### config.mk
export PLATFORM = sky130hd
export DESIGN_NAME = axil_rd_arbiter
export DESIGN_NICKNAME = d
export VERILOG_FILES = /design/src/rtl/axil_rd_arbiter.sv
export SDC_FILE = /design/constraint.sdc
export NUM_CORES = 1
export LEC_CHECK = 0
export ABC_AREA = 1
export BUFFER_PORTS_ARGS = -buffer_cell sky130_fd_sc_hd__buf_2
export CAP_MARGIN = 10
export CORE_AREA = 3 3 142 144
export CTS_BUF_LIST = sky130_fd_sc_hd__clkbuf_16
export DETAILED_ROUTE_END_ITERATION = 12
export DIE_AREA = 0 0 145 147
export HOLD_SLACK_MARGIN = 0.05
export SYNTH_ARGS = -nofsm -noshare
export SYNTH_HDL_FRONTEND = slang
export SYNTH_SLANG_ARGS = --single-unit
### constraint.sdc
create_clock -name clk -period 4.8 [get_ports clk]
set_input_delay 0.72 -clock clk [delete_from_list [all_inputs] [get_ports clk]]
set_output_delay 0.72 -clock clk [all_outputs]
set_load 0.01 [all_outputs]
### src/rtl/axil_rd_arbiter.sv
// Shares one AXI-lite read master among S_COUNT requesters, one transaction at a time.
// Round-robin grant in IDLE, then ADDR -> DATA -> RESP before the next grant.
module axil_rd_arbiter #(
   parameter int S_COUNT    = 4,
   parameter int ADDR_WIDTH = 32,
   parameter int DATA_WIDTH = 32
) (
   input  logic                            clk,
   input  logic                            rst,
   input  logic [S_COUNT*ADDR_WIDTH-1:0]   s_axil_araddr,
   input  logic [S_COUNT*3-1:0]            s_axil_arprot,
   input  logic [S_COUNT-1:0]              s_axil_arvalid,
   output logic [S_COUNT-1:0]              s_axil_arready,
   output logic [S_COUNT*DATA_WIDTH-1:0]   s_axil_rdata,
   output logic [S_COUNT*2-1:0]            s_axil_rresp,
   output logic [S_COUNT-1:0]              s_axil_rvalid,
   input  logic [S_COUNT-1:0]              s_axil_rready,
   output logic [ADDR_WIDTH-1:0]           m_axil_araddr,
   output logic [2:0]                      m_axil_arprot,
   output logic                            m_axil_arvalid,
   input  logic                            m_axil_arready,
   input  logic [DATA_WIDTH-1:0]           m_axil_rdata,
   input  logic [1:0]                      m_axil_rresp,
   input  logic                            m_axil_rvalid,
   output logic                            m_axil_rready,
   output logic                            busy
);

   localparam int IDX_W = (S_COUNT > 1) ? $clog2(S_COUNT) : 1;
   localparam logic [IDX_W:0] S_CNT = (IDX_W + 1)'(S_COUNT);
   localparam logic [IDX_W-1:0] LAST_PORT = IDX_W'(S_COUNT - 1);

   typedef enum logic [1:0] {
      IDLE = 2'd0,
      ADDR = 2'd1,
      DATA = 2'd2,
      RESP = 2'd3
   } state_t;

   state_t                  state_q, state_d;
   logic [IDX_W-1:0]        grant_q, grant_d;
   logic [IDX_W-1:0]        last_grant_q, last_grant_d;
   logic [ADDR_WIDTH-1:0]   araddr_q, araddr_d;
   logic [2:0]              arprot_q, arprot_d;
   logic [DATA_WIDTH-1:0]   rdata_q, rdata_d;
   logic [1:0]              rresp_q, rresp_d;
   logic                    m_arvalid_q, m_arvalid_d;
   logic                    m_rready_q, m_rready_d;
   logic [S_COUNT-1:0]      s_rvalid_q, s_rvalid_d;

   logic                    arb_valid;
   logic [IDX_W-1:0]        arb_idx;
   logic [IDX_W:0]          scan_idx;
   logic [ADDR_WIDTH-1:0]   arb_addr;
   logic [2:0]              arb_prot;
   logic                    s_rready_g;

   // Scan starts one past the last served port and wraps; the extra bit avoids overflow before the wrap.
   always_comb begin
      arb_valid = 1'b0;
      arb_idx   = '0;
      scan_idx  = '0;
      for (int i = 1; i <= S_COUNT; i++) begin
         scan_idx = {1'b0, last_grant_q} + (IDX_W + 1)'(i);
         if (scan_idx >= S_CNT) begin
            scan_idx = scan_idx - S_CNT;
         end
         if (!arb_valid && s_axil_arvalid[scan_idx[IDX_W-1:0]]) begin
            arb_valid = 1'b1;
            arb_idx   = scan_idx[IDX_W-1:0];
         end
      end
   end

   always_comb begin
      arb_addr       = '0;
      arb_prot       = '0;
      s_axil_arready = '0;
      for (int p = 0; p < S_COUNT; p++) begin
         if (arb_idx == IDX_W'(p)) begin
            arb_addr = s_axil_araddr[p*ADDR_WIDTH +: ADDR_WIDTH];
            arb_prot = s_axil_arprot[p*3 +: 3];
         end
         s_axil_arready[p] = !rst && (state_q == IDLE) && arb_valid && (arb_idx == IDX_W'(p));
      end
   end

   assign s_rready_g = s_axil_rready[grant_q];

   always_comb begin
      state_d      = state_q;
      grant_d      = grant_q;
      last_grant_d = last_grant_q;
      araddr_d     = araddr_q;
      arprot_d     = arprot_q;
      rdata_d      = rdata_q;
      rresp_d      = rresp_q;
      m_arvalid_d  = m_arvalid_q;
      m_rready_d   = m_rready_q;
      s_rvalid_d   = s_rvalid_q;
      case (state_q)
         IDLE: begin
            if (arb_valid) begin
               grant_d     = arb_idx;
               araddr_d    = arb_addr;
               arprot_d    = arb_prot;
               m_arvalid_d = 1'b1;
               state_d     = ADDR;
            end
         end
         ADDR: begin
            if (m_axil_arready) begin
               m_arvalid_d = 1'b0;
               m_rready_d  = 1'b1;
               state_d     = DATA;
            end
         end
         DATA: begin
            if (m_axil_rvalid && m_rready_q) begin
               rdata_d    = m_axil_rdata;
               rresp_d    = m_axil_rresp;
               m_rready_d = 1'b0;
               for (int p = 0; p < S_COUNT; p++) begin
                  s_rvalid_d[p] = (grant_q == IDX_W'(p));
               end
               state_d    = RESP;
            end
         end
         RESP: begin
            if (s_rready_g) begin
               s_rvalid_d   = '0;
               last_grant_d = grant_q;
               state_d      = IDLE;
            end
         end
         default: state_d = IDLE;
      endcase
   end

   always_ff @(posedge clk or posedge rst) begin
      if (rst) begin
         state_q      <= IDLE;
         grant_q      <= '0;
         last_grant_q <= LAST_PORT;
         m_arvalid_q  <= 1'b0;
         m_rready_q   <= 1'b0;
         s_rvalid_q   <= '0;
      end else begin
         state_q      <= state_d;
         grant_q      <= grant_d;
         last_grant_q <= last_grant_d;
         m_arvalid_q  <= m_arvalid_d;
         m_rready_q   <= m_rready_d;
         s_rvalid_q   <= s_rvalid_d;
      end
   end

   // Payload registers are only consumed under a valid, so they carry no reset.
   always_ff @(posedge clk) begin
      araddr_q <= araddr_d;
      arprot_q <= arprot_d;
      rdata_q  <= rdata_d;
      rresp_q  <= rresp_d;
   end

   assign m_axil_araddr  = araddr_q;
   assign m_axil_arprot  = arprot_q;
   assign m_axil_arvalid = m_arvalid_q;
   assign m_axil_rready  = m_rready_q;
   assign s_axil_rvalid  = s_rvalid_q;
   assign s_axil_rdata   = {S_COUNT{rdata_q}};
   assign s_axil_rresp   = {S_COUNT{rresp_q}};
   assign busy           = (state_q != IDLE);

endmodule

After elaboration in Yosys (flattened, before gate mapping)
Index checks and enable logic that the tools add are counted.
{"block": "op_classes", "n_addsub": 8, "mul": 0, "div_mod_pow": 0, "n_lt_le_gt_ge": 9, "eq_ne": 13, "shift": 0, "n_mux": 44, "bitwise": 0, "reduce_logical": 28}
{"operator": "32-bit 2-to-1 mux", "count": 4}
{"operator": "2-bit 2-to-1 mux", "count": 12}
{"operator": "2-bit by 3-bit less-than comparator with 1-bit output (second input constant)", "count": 5}
{"operator": "1-bit 2-to-1 mux", "count": 13}
{"operator": "2-bit == test (second input constant)", "count": 6}
{"operator": "3-bit greater-or-equal comparator (second input constant)", "count": 4}
{"operator": "3-bit 2-to-1 mux", "count": 4}
{"operator": "1-bit binary-select mux with 2-bit select", "count": 5}
{"operator": "1-bit logical AND", "count": 10}
{"operator": "3-bit AND reduction", "count": 3}
{"operator": "4-bit 2-to-1 mux", "count": 2}
{"operator": "2-bit inequality test (second input constant)", "count": 4}
{"operator": "2-bit case mux with 4 select lines", "count": 1}
{"operator": "4-bit case mux with 2 select lines", "count": 1}
{"operator": "2-bit nonzero test", "count": 4}
{"operator": "2-bit by 1-bit subtractor with 2-bit output (second input constant)", "count": 4}
{"operator": "2-bit by 2-bit adder with 3-bit output (second input constant)", "count": 2}
{"operator": "2-bit by 1-bit == test with 1-bit output (second input constant)", "count": 3}
{"operator": "2-bit zero test", "count": 3}
{"operator": "2-bit AND reduction", "count": 3}
{"operator": "1-bit zero test", "count": 4}
{"operator": "1-bit case mux with 2 select lines", "count": 2}
{"operator": "4-bit AND reduction", "count": 1}
{"operator": "2-bit by 1-bit adder with 3-bit output (second input constant)", "count": 1}
{"operator": "2-bit by 3-bit adder with 3-bit output (second input constant)", "count": 1}
{"block": "totals", "ff_bits": 81, "latch_bits": 0, "ramBits": 0, "mem_bits_ro": 0, "out_inout_bits": 182, "n_memories": 0}

Depth between registers and ports, before layout
Gate-level depths: netlist (run 1).
{"block": "logic_depth", "depth_word": 20, "depth_mapped": 14, "mapped_depth_nobuf": 12}

Worst setup path after synthesis (run 1)
Ideal clock, no wire load.
{"block": "synth_path", "kind": "input -> output", "from": "input s_axil_arvalid[3]", "to": "output s_axil_arready[0]", "arrival_time_ns": 2.531, "required_ns": 4.080, "path_slack_ns": 1.549, "stages": 10, "n_path_buf": 0, "path_cell_list": "nand2_1 -> nand3_1 -> nand2_1 -> inv_1 -> nor2_2 -> nand3_2 -> nand2_1 -> inv_1 -> nand2_1 -> nor3_1"}
{"block": "synth_via", "elab_chain_len": 14, "word_cells_on_any_way": 25, "classes_between": "mux: 16; reduce/logical: 9"}
{"element": "from (decl)", "line": "12", "rtl": "input logic [S_COUNT-1:0] s_axil_arvalid,"}
{"element": "1-bit binary-select mux with 2-bit select", "line": "68", "rtl": "if (!arb_valid && s_axil_arvalid[scan_idx[IDX_W-1:0]]) begin"}
{"element": "1-bit 2-to-1 mux (implied by the code)", "line": "68"}
{"element": "1-bit 2-to-1 mux", "line": "68"}
{"element": "1-bit zero test", "line": "68"}
{"element": "1-bit logical AND", "line": "68"}
{"element": "1-bit 2-to-1 mux", "line": "68"}
{"element": "1-bit zero test", "line": "68"}
{"element": "1-bit logical AND", "line": "68"}
{"element": "1-bit 2-to-1 mux", "line": "68"}
{"element": "1-bit zero test", "line": "68"}
{"element": "1-bit logical AND", "line": "68"}
{"element": "2-bit 2-to-1 mux or 1-bit 2-to-1 mux (tied branches)", "line": "68"}
{"element": "2-bit zero test or 1-bit logical AND (tied branches)", "line": "84", "rtl": "s_axil_arready[p] = !rst && (state_q == IDLE) && arb_valid && (arb_idx == IDX_W'(p));"}
{"element": "1-bit logical AND (*)", "line": "84"}
{"element": "to (decl)", "line": "13", "rtl": "output logic [S_COUNT-1:0] s_axil_arready,"}
Mark *: on every way between the ends. The rest lies on a longest branch, timed or not. The select of a mux whose other input is x is not followed.

Final worst setup path (run 1)
{"block": "layout_path", "from": "register last_grant_q[0]", "to": "output s_axil_arready[0]"}
{"block": "layout_via", "elab_chain_len": 17, "word_cells_on_any_way": 41, "classes_between": "add/sub: 8; order compare: 4; mux: 20; reduce/logical: 9"}
{"element": "from (decl)", "line": "42", "rtl": "logic [IDX_W-1:0] last_grant_q, last_grant_d;"}
{"element": "from (signal assigned)", "line": "151", "rtl": "last_grant_q <= last_grant_d;"}
{"element": "2-bit by 1-bit adder with 3-bit output", "line": "64", "rtl": "scan_idx = {1'b0, last_grant_q} + (IDX_W + 1)'(i);"}
{"element": "3-bit greater-or-equal comparator or 2-bit by 1-bit subtractor with 2-bit output (tied branches)", "line": "65, 66"}
{"element": "2-bit 2-to-1 mux", "line": "65", "rtl": "if (scan_idx >= S_CNT) begin"}
{"element": "1-bit binary-select mux with 2-bit select", "line": "68"}
{"element": "1-bit 2-to-1 mux (implied by the code)", "line": "68"}
{"element": "1-bit 2-to-1 mux", "line": "68"}
{"element": "1-bit zero test", "line": "68"}
{"element": "1-bit logical AND", "line": "68"}
{"element": "1-bit 2-to-1 mux", "line": "68"}
{"element": "1-bit zero test", "line": "68"}
{"element": "1-bit logical AND", "line": "68"}
{"element": "1-bit 2-to-1 mux", "line": "68"}
{"element": "1-bit zero test", "line": "68"}
{"element": "1-bit logical AND", "line": "68"}
{"element": "2-bit 2-to-1 mux or 1-bit 2-to-1 mux (tied branches)", "line": "68"}
{"element": "2-bit zero test or 1-bit logical AND (tied branches)", "line": "84"}
{"element": "1-bit logical AND (*)", "line": "84"}
Marked as above.

==> impl_metrics.yaml, run 1 <==
status:
  status: "finished, final reports clean"
sta:
  skew_ns: 0.0117
  setup_viol: 0
  fin_setup_tns_ns: 0
  tightest_slew_ns: 0.951
  timing.fmax_mhz: 307
  setup_slack_ns: 1.54
  post-route-period-util_pct: 67.9
  hold_viol_final: 0
  period_needed_ns: 3.26
  slew_headroom_pct: 36.4
  final_max_slew_viol_count: 0
  rsz0062_at_grt: "false"
critical_path:
  worstReg2RegEnd: "m_axil_araddr[19]$_DFFE_PP_"
  cp_data_required_time_ns: 4.08
  end_kind: "output pin"
  critical_path_class: "reg2out"
  cp.arrival_ns: 2.54
  startpoint_type: "flop"
  cp_max_fo: 38
  r2r_slack_ns: 2.08
  crit_path_start: "last_grant_q[0]$_DFFE_PP1P_"
  worst_r2r_startpoint: "last_grant_q[0]$_DFFE_PP1P_"
  rr_worst_depth: 10
detailed_routing:
  wl_per_cell_um: 16.5
  drc: 0
  vias: 4682
  vias_per_cell: 4.48
  ant_nets: 0
  drt-total-wl_um: 17200
  dr.pass1.iters: 5
  first_iter_violations: 277
global_routing:
  grt_max_degree: 69
  grt_pass1_wl_um: 25600
  grt-ovfl-total: 0
  groute.usage.overall_pct: 15.2
  grt_pass1_vias: 4376
  antenna_found_initial: 2
cells_and_area:
  multi_input_area_um2: 1480
  post-route-util_pct: 34.3
  fillers: 1984
  final_cell_count_no_fill: 1045
  seqCellArea_um2: 2370
  final_nets: 970
  area_growth_pct: 32.6
  drive_above_1_share_pct: 51.6
power:
  peakVddDrop_uv: 364
  p_leak_nw: 3.11
  power_density_nw_per_um2: 721
synthesis:
  synth_cells: 525
  synth_ff_type: "edfxtp_1"
  avgSynthCellArea_um2: 9.28
  async_flop_share_pct: 14.8
  synth_seq_cells: 81
  syn_area_um2: 4870
  ys_seq_area_share_pct: 48.7
  ys_warn_count: 0
  ys_types: 29
  syn-num-nets: 716
  synth-edff-count: 69
floorplan:
  num_rows: 50
  ios: 368
  start_util_pct: 25.9
  dieArea_um2: 21300
  core_um2: 18800
  die_y_um: 147
  die_x_um: 145
place:
  hpwl_um: 13700
  gp_congestion: 0.881
  dp.cells: 1028
  dp_slack_ns: 1.79
  port_buffers: 367
clocking:
  cts_buffer_depth: 2
  clk_pin_slew_worst_paths_ns: 0.07
  hold_buffers: 0
  cts_resized: 0
  cts_buffers: 9
  cts_tree: "yes"
  cts_htree_levels: 3
  clockRootBuffer: "clkbuf_16"
  clock-sinks: 81
  clock_latency_ns: 0.34
  postCtsSetupBuffers: 0
job:
  maxCapViolCount: 0
worst_hold_path:
  hp-class: "in2async"
-- per-layer routing --
layer	up-vias	track usage [%]	wire length, um
met2	228	25.2	8480
met4	0	6.37	442
li1	2237	-	-
met3	29	3.98	1210
met5	-	0	0
met1	2188	18.9	7110
-- critical path, cell delays in order (launching register included) --
cell	delay [ns]
dfstp_2	0.64
inv_2	0.12
nand2_1	0.11
nand3_1	0.08
nand2_1	0.13
inv_1	0.07
nor2_2	0.11
nand3_2	0.13
inv_2	0.10
nor2_4	0.04
buf_4	0.26
nor3_1	0.25
buf_2	0.17
-- how the worst max path moves through the flow --
| stage | end | slack [ns] | depth (start not counted) |
|---|---|---|---|
| CTS | s_axil_arready[0] | 1.49 | 12 |
| global placement | s_axil_arready[2] | 1.86 | 13 |
| finish | s_axil_arready[0] | 1.54 | 12 |
| floorplan | s_axil_arready[0] | 1.55 | 10 |
| global route | s_axil_arready[0] | 1.34 | 12 |
| detailed placement | s_axil_arready[0] | 1.79 | 12 |
-- cell usage after synthesis, drive strengths merged, types with 2 or more instances --
master / count / share of area, %
nor3: 4 / 0.41
nand2: 96 / 7.6
nand4: 36 / 4.6
nor2: 9 / 1.0
o21ai: 13 / 1.3
inv: 25 / 1.9
a31oi: 2 / 0.26
dfrtp: 10 / 5.1
ha: 5 / 1.3
buf: 128 / 19
dfstp: 2 / 1.1
edfxtp: 69 / 43
nand3: 119 / 13
-- through the flow --
stage	hold WS [ns]	area [um^2]	total power (W)
2_1_floorplan	0.503	4870	0.00330
3_3_place_gp	0.466	6150	0.00396
3_5_place_dp	0.473	6150	0.00399
4_1_cts	0.424	6460	0.00475
5_1_grt	0.460	6460	0.00501
6_report	0.428	6460	0.00466
-- final cells by class --
class | instances | area share, %
flip-flops and latches | 81 | 36.8
multi-input cells | 290 | 22.9
clock buffers | 9 | 3.49
clock inverters | 6 | 1.32
repair buffers | 372 | 29.0
well taps | 260 | 5.03
diodes | 2 | 0.0775
inverters | 25 | 1.45
-- cells by family after synthesis --
| family | share of synthesized area [%] |
|---|---|
| and+or+nand+nor | 26.6 |
| buffers and inverters | 21.3 |
| DFF | 48.7 |
| AOI/OAI and AO/OA | 2.08 |
| adders and majority gates | 1.28 |
-- sequential cells by signal (all words and copies together), names as in the netlist --
signal and cells:
m_axil_araddr 32, rdata_q 32, s_axil_rvalid 4, m_axil_arprot 3, grant_q 2, last_grant_q 2
rresp_q 2, state_q 2, m_axil_arvalid 1, m_axil_rready 1
-- cell usage in the layout, fill, tap and decap left out, types with 4 or more instances in the layout --
cell type / instances
nor3_1: 4
o21ai_0: 12
ha_1: 5
dfrtp_1: 10
nor2_1: 4
nand3_1: 117
clkbuf_16: 9
nand2_1: 93
buf_2: 367
inv_1: 21
buf_4: 5
edfxtp_1: 69
inv_2: 5
nor2_4: 4
nand4_1: 36
-- power breakdown --
part           switching (W)  internal, W  leakage (nW)  total, W
clock               0.000283     0.000451         0.153  0.000734
combinational        0.00177     0.000805          2.17   0.00258
sequential          0.000131      0.00121         0.790   0.00135
Note: power is estimated with default switching activity, not from simulation.
==> inputs of run 2 (changes only) <==
Settings changed: CORE_AREA 3 3 142 144 to 3 3 143 145, DIE_AREA 0 0 145 147 to 0 0 146 148.
Clock period 4.8 ns to 3.25 ns, I/O delays scaled along.
==> run 2 against run 1 <==
Effect of this change:
- sequential power increased by 47%
- worst setup slack got worse by 1.2 ns
- global-route usage shrank 0.091 points
- final area is 0.43% higher
- clock-buffer cell count did not move
- critical path depth did not move
- critical endpoint is now s_axil_arready[3]
- largest cell class unchanged
- highest routed layer unchanged
- clock skew shrank 0.0059 ns
- routed wire length grew 1.1%
==> impl_metrics.yaml, run 2 (same netlist as run 1, synthesis figures left out) <==
sta:
  timing.fmax_mhz: 346
  slew_headroom_pct: 36.4
  setup_viol: 0
  final_max_slew_viol_count: 0
  post-route-period-util_pct: 88.9
  rsz0062_at_grt: "false"
  hold_viol_final: 0
  skew_ns: 0.00581
  period_needed_ns: 2.89
  fin_setup_tns_ns: 0
  holdWs_ns: 0.148
  tightest_slew_ns: 0.952
place:
  gp_congestion: 0.833
  port_buffers: 367
  placed_area_um2: 6170
  hpwl_um: 13600
power:
  peakVddDrop_uv: 811
  power_density_nw_per_um2: 1060
  p_leak_nw: 3.12
  finalPower_w: 0.00687
critical_path:
  critPathSlowestCell: "dfstp_2"
  critical_path_class: "reg2out"
  startpoint_type: "flop"
  cp_max_fo: 11
  cp_data_required_time_ns: 2.76
  worst_r2r_startpoint: "last_grant_q[0]$_DFFE_PP1P_"
  end_kind: "output pin"
  crit_family: "simple AND/OR/NAND/NOR gates"
  r2r_slack_ns: 0.56
  cp.arrival_ns: 2.40
  crit_path_frequent_cell: "nand2_1"
  cp_num_buf_inv: 4
  rr_worst_depth: 10
  slowest_delay_ns: 0.64
  crit_chain: "inv_2 -> nand2_1 -> nand3_1 -> nand2_1 -> inv_1 -> nor2_2 -> nand3_2 -> nand2_1 -> inv_2 -> nand2_1 -> nor3_1 -> buf_2"
  worstReg2RegEnd: "m_axil_araddr[1]$_DFFE_PP_"
floorplan:
  die_y_um: 148
  ios: 368
  dieArea_um2: 21600
  core_um2: 19300
  start_util_pct: 25.2
  num_rows: 51
  die_x_um: 146
cells_and_area:
  area_growth_pct: 33.2
  final_nets: 972
  drive_above_1_share_pct: 51.8
  stdcell_area_um2: 6490
  post-route-util_pct: 33.6
  mostFrequentLayoutCells: "buf_2 (367), nand3_1 (117), nand2_1 (93)"
  layout_commonest_cell: "buf_2"
clocking:
  cts_tree: "yes"
  cts_buffer_depth: 2
  postCtsSetupBuffers: 0
  clk_pin_slew_worst_paths_ns: 0.06
  clockRootBuffer: "clkbuf_16"
  cts_resized: 0
  clock-sinks: 81
  hold_buffers: 0
  cts_htree_levels: 3
  cts_buffers: 9
  clock_latency_ns: 0.34
detailed_routing:
  drt-total-wl_um: 17400
  ant_nets: 0
  first_iter_violations: 183
  vias_per_cell: 4.40
  dr.pass1.iters: 5
  drc: 0
  wl_per_cell_um: 16.6
  vias: 4629
global_routing:
  grt_max_degree: 59
  grt-ovfl-total: 0
  grt_pass1_wl_um: 25400
  antenna_found_initial: 1
  grt_pass1_vias: 4473
  groute.usage.overall_pct: 15.1
job:
  maxCapViolCount: 0
status:
  status: "finished, final reports clean"
worst_hold_path:
  hp-class: "in2async"
[run 2: cell types whose count changed in the layout (fill, tap and decap cells not counted), sizes merged]
cell / delta
clkinv: +1
diode: -1
buf: +2
[run 2: cell type report]
class,count,area [um^2]
inverters,25,93.8
clock buffers,9,225
flip-flops and latches,81,2370
repair buffers,374,1890
fillers,2060,12800
well taps,265,332
multi-input cells,290,1480
clock inverters,7,93.8
diodes,1,2.50
[run 2: power breakdown]
part	internal [W]	total, W	switching, W	leakage [nW]
combinational	0.00121	0.00380	0.00259	2.18
sequential	0.00179	0.00198	0.000184	0.790
clock	0.000673	0.00110	0.000426	0.153
[run 2: layer usage]
metal | up-vias | global-route usage [%] | wire length, um
met5 | - | 0 | 0
met4 | 0 | 5.69 | 373
met3 | 25 | 4.63 | 1270
met2 | 228 | 25.9 | 8900
met1 | 2135 | 17.9 | 6890
li1 | 2241 | - | -
[run 2: metrics by stage]
stage | std cells | worst slack [ns]
after floorplan | 525 | 0.277
after global placement | 1035 | 0.608
after detailed placement | 1035 | 0.565
after CTS | 1051 | 0.330
after global routing | 1052 | 0.0300
final | 1052 | 0.361
[run 2: worst max path at each step]
stage / startpoint / end / cells after the start
6_report: last_grant_q[0]$_DFFE_PP1P_ / s_axil_arready[3] / 12
3_5_place_dp: last_grant_q[0]$_DFFE_PP1P_ / m_axil_araddr[1]$_DFFE_PP_ / 10
5_1_grt: last_grant_q[0]$_DFFE_PP1P_ / s_axil_arready[3] / 12
4_1_cts: last_grant_q[0]$_DFFE_PP1P_ / s_axil_arready[3] / 12
3_3_place_gp: last_grant_q[0]$_DFFE_PP1P_ / m_axil_arprot[0]$_DFFE_PP_ / 10
2_1_floorplan: last_grant_q[0]$_DFFE_PP1P_ / s_axil_arready[0] / 11
[run 2: worst min-delay path, cell delays in order]
cell	delay [ns]
buf_2	0.10
inv_1	0.05
buf_4	0.22
==> inputs of run 3 (changes only) <==
Settings changed: CORE_AREA 3 3 143 145 to 2 2 144 146, CTS_BUF_LIST sky130_fd_sc_hd__clkbuf_16 to sky130_fd_sc_hd__clkbuf_2.
==> run 3 against run 2 <==
Effect of this change:
- fmax down 1.3%
- worst setup slack got worse by 0.039 ns
- total power down 1.3%
- sequential power hardly changed
- first-iteration DRC count grew 18%
- register-to-register slack better by 0.18 ns
- sequential share of layout area fell by 1.7 points
- largest cell class unchanged
==> impl_metrics.yaml, run 3 (same netlist as run 1, synthesis figures left out) <==
clocking:
  clk_pin_slew_worst_paths_ns: 0.26
  cts_htree_levels: 3
  clockRootBuffer: "clkbuf_2"
  cts_tree: "yes"
  clock_latency_ns: 0.57
  cts_buffer_depth: 2
  clock-sinks: 81
  cts_buffers: 9
job:
  maxCapViolCount: 0
sta:
  slew_headroom_pct: 35.8
  hold_viol_final: 0
  final_max_slew_viol_count: 0
  period_needed_ns: 2.93
  fin_setup_tns_ns: 0
  skew_ns: 0.0271
  holdWs_ns: 0.167
  setup_slack_ns: 0.322
  tightest_slew_ns: 0.961
  setup_viol: 0
  rsz0062_at_grt: "false"
  post-route-period-util_pct: 90.1
  timing.fmax_mhz: 342
critical_path:
  crit_chain: "inv_2 -> nand2_1 -> nand2_1 -> nand2_1 -> a21boi_2 -> nand2_1 -> inv_1 -> nand2_4 -> nor3_2 -> buf_2"
  cp_data_required_time_ns: 2.76
  crit_path_start: "last_grant_q[0]$_DFFE_PP1P_"
  slowest_delay_ns: 0.63
  rr_worst_depth: 12
  crit_path_frequent_cell: "nand2_1"
  end_kind: "output pin"
  worst_r2r_startpoint: "last_grant_q[0]$_DFFE_PP1P_"
  cp_max_fo: 11
  startpoint_type: "flop"
  critPathSlowestCell: "dfstp_2"
  critical_path_class: "reg2out"
  cp.arrival_ns: 2.44
floorplan:
  ios: 368
  num_rows: 52
  core_um2: 20000
  start_util_pct: 24.3
  die_y_um: 148
  dieArea_um2: 21600
  die_x_um: 146
place:
  port_buffers: 367
  gp_congestion: 0.810
  placed_area_um2: 6200
  hpwl_um: 13500
  dp_slack_ns: 0.685
global_routing:
  grt_pass1_wl_um: 25700
  grt_pass1_vias: 4474
  grt-ovfl-total: 0
  groute.usage.overall_pct: 15.6
  grt_max_degree: 57
  antenna_found_initial: 6
worst_hold_path:
  hold_depth: 3
  hp-class: "in2reg"
  hold_path.startpoint: "s_axil_araddr[113]"
cells_and_area:
  drive_above_1_share_pct: 50.8
  layout_commonest_cell: "buf_2"
  final_nets: 1014
  stdcell_area_um2: 6810
  mostFrequentLayoutCells: "buf_2 (367), nand3_1 (117), nand2_1 (90)"
  area_growth_pct: 39.8
detailed_routing:
  vias_per_cell: 4.39
  drt-total-wl_um: 18000
  first_iter_violations: 216
  drc: 0
  vias: 4838
  wl_per_cell_um: 16.3
  ant_nets: 0
  dr.pass1.iters: 5
status:
  status: "finished, final reports clean"
power:
  p_leak_nw: 3.26
  peakVddDrop_uv: 451
  power_density_nw_per_um2: 996
[run 3: cell count changes in the layout (fill, tap and decap cells not counted), sizes merged]
cell         previous run  this run
buf                   374       381
bufinv                  2         4
clkinv                  3         1
diode                   1         6
dlygate4sd3             0        35
inv                    26        25
[run 3: timing repair]
| item | CTS | global route |
|---|---|---|
| hold endpoints to repair | 46 | 0 |
| resized for setup | 1 | 6 |
| endpoints found under the setup margin | 2 | 4 |
| pin swaps | 0 | 2 |
| hold buffers | 35 | 0 |
| setup buffers | 3 | 3 |
[run 3: critical path: cells and delay by family (launching register included)]
kind | cells | cell delay (ns)
flops | 1 | 0.63
simple gates | 6 | 0.73
compound gates | 1 | 0.15
buf+inv | 3 | 0.36
[run 3: path summary, 6_finish.rpt]
path                                           endpoint  slack [ns]
setup / recovery                      s_axil_arready[0]        0.32
hold / removal              m_axil_araddr[17]$_DFFE_PP_        0.17
setup reg to reg             m_axil_araddr[8]$_DFFE_PP_        0.74
hold reg to reg            s_axil_rvalid[3]$_DFFE_PP0P_        0.51
max in group asynchronous   last_grant_q[0]$_DFFE_PP1P_        2.56
min in group asynchronous     m_axil_rready$_DFFE_PP0P_        0.45
[run 3: area by class of cell]
cell class,instances,area [um^2]
Fill cell,2110,13200
Sequential cell,81,2370
Timing Repair Buffer,416,2300
Multi-Input combinational cell,290,1510
Tap cell,270,338
Clock inverter,6,131
Inverter,25,93.8
Clock buffer,9,45.0
Antenna cell,6,15.0
[run 3: per-layer routing]
metal | routed length (um) | up-vias | global-route usage (%)
met5 | 0 | - | 0
met4 | 368 | 0 | 6.21
met3 | 1320 | 25 | 4.20
met2 | 9000 | 249 | 26.6
met1 | 7280 | 2241 | 18.8
li1 | - | 2323 | -
[run 3: metrics by stage]
step	cells	total power, W	utilization [%]
6_report	1103	0.00679	34.0
5_1_grt	1101	0.00735	34.0
4_1_cts	1094	0.00678	33.7
3_5_place_dp	1041	0.00591	30.9
3_3_place_gp	1041	0.00585	30.9
2_1_floorplan	525	0.00488	-
[run 3: report_power, final]
group	internal, W	switching (W)	total (W)
sequential	0.00178	0.000183	0.00197
clock	0.000401	0.000380	0.000781
combinational	0.00136	0.00268	0.00404
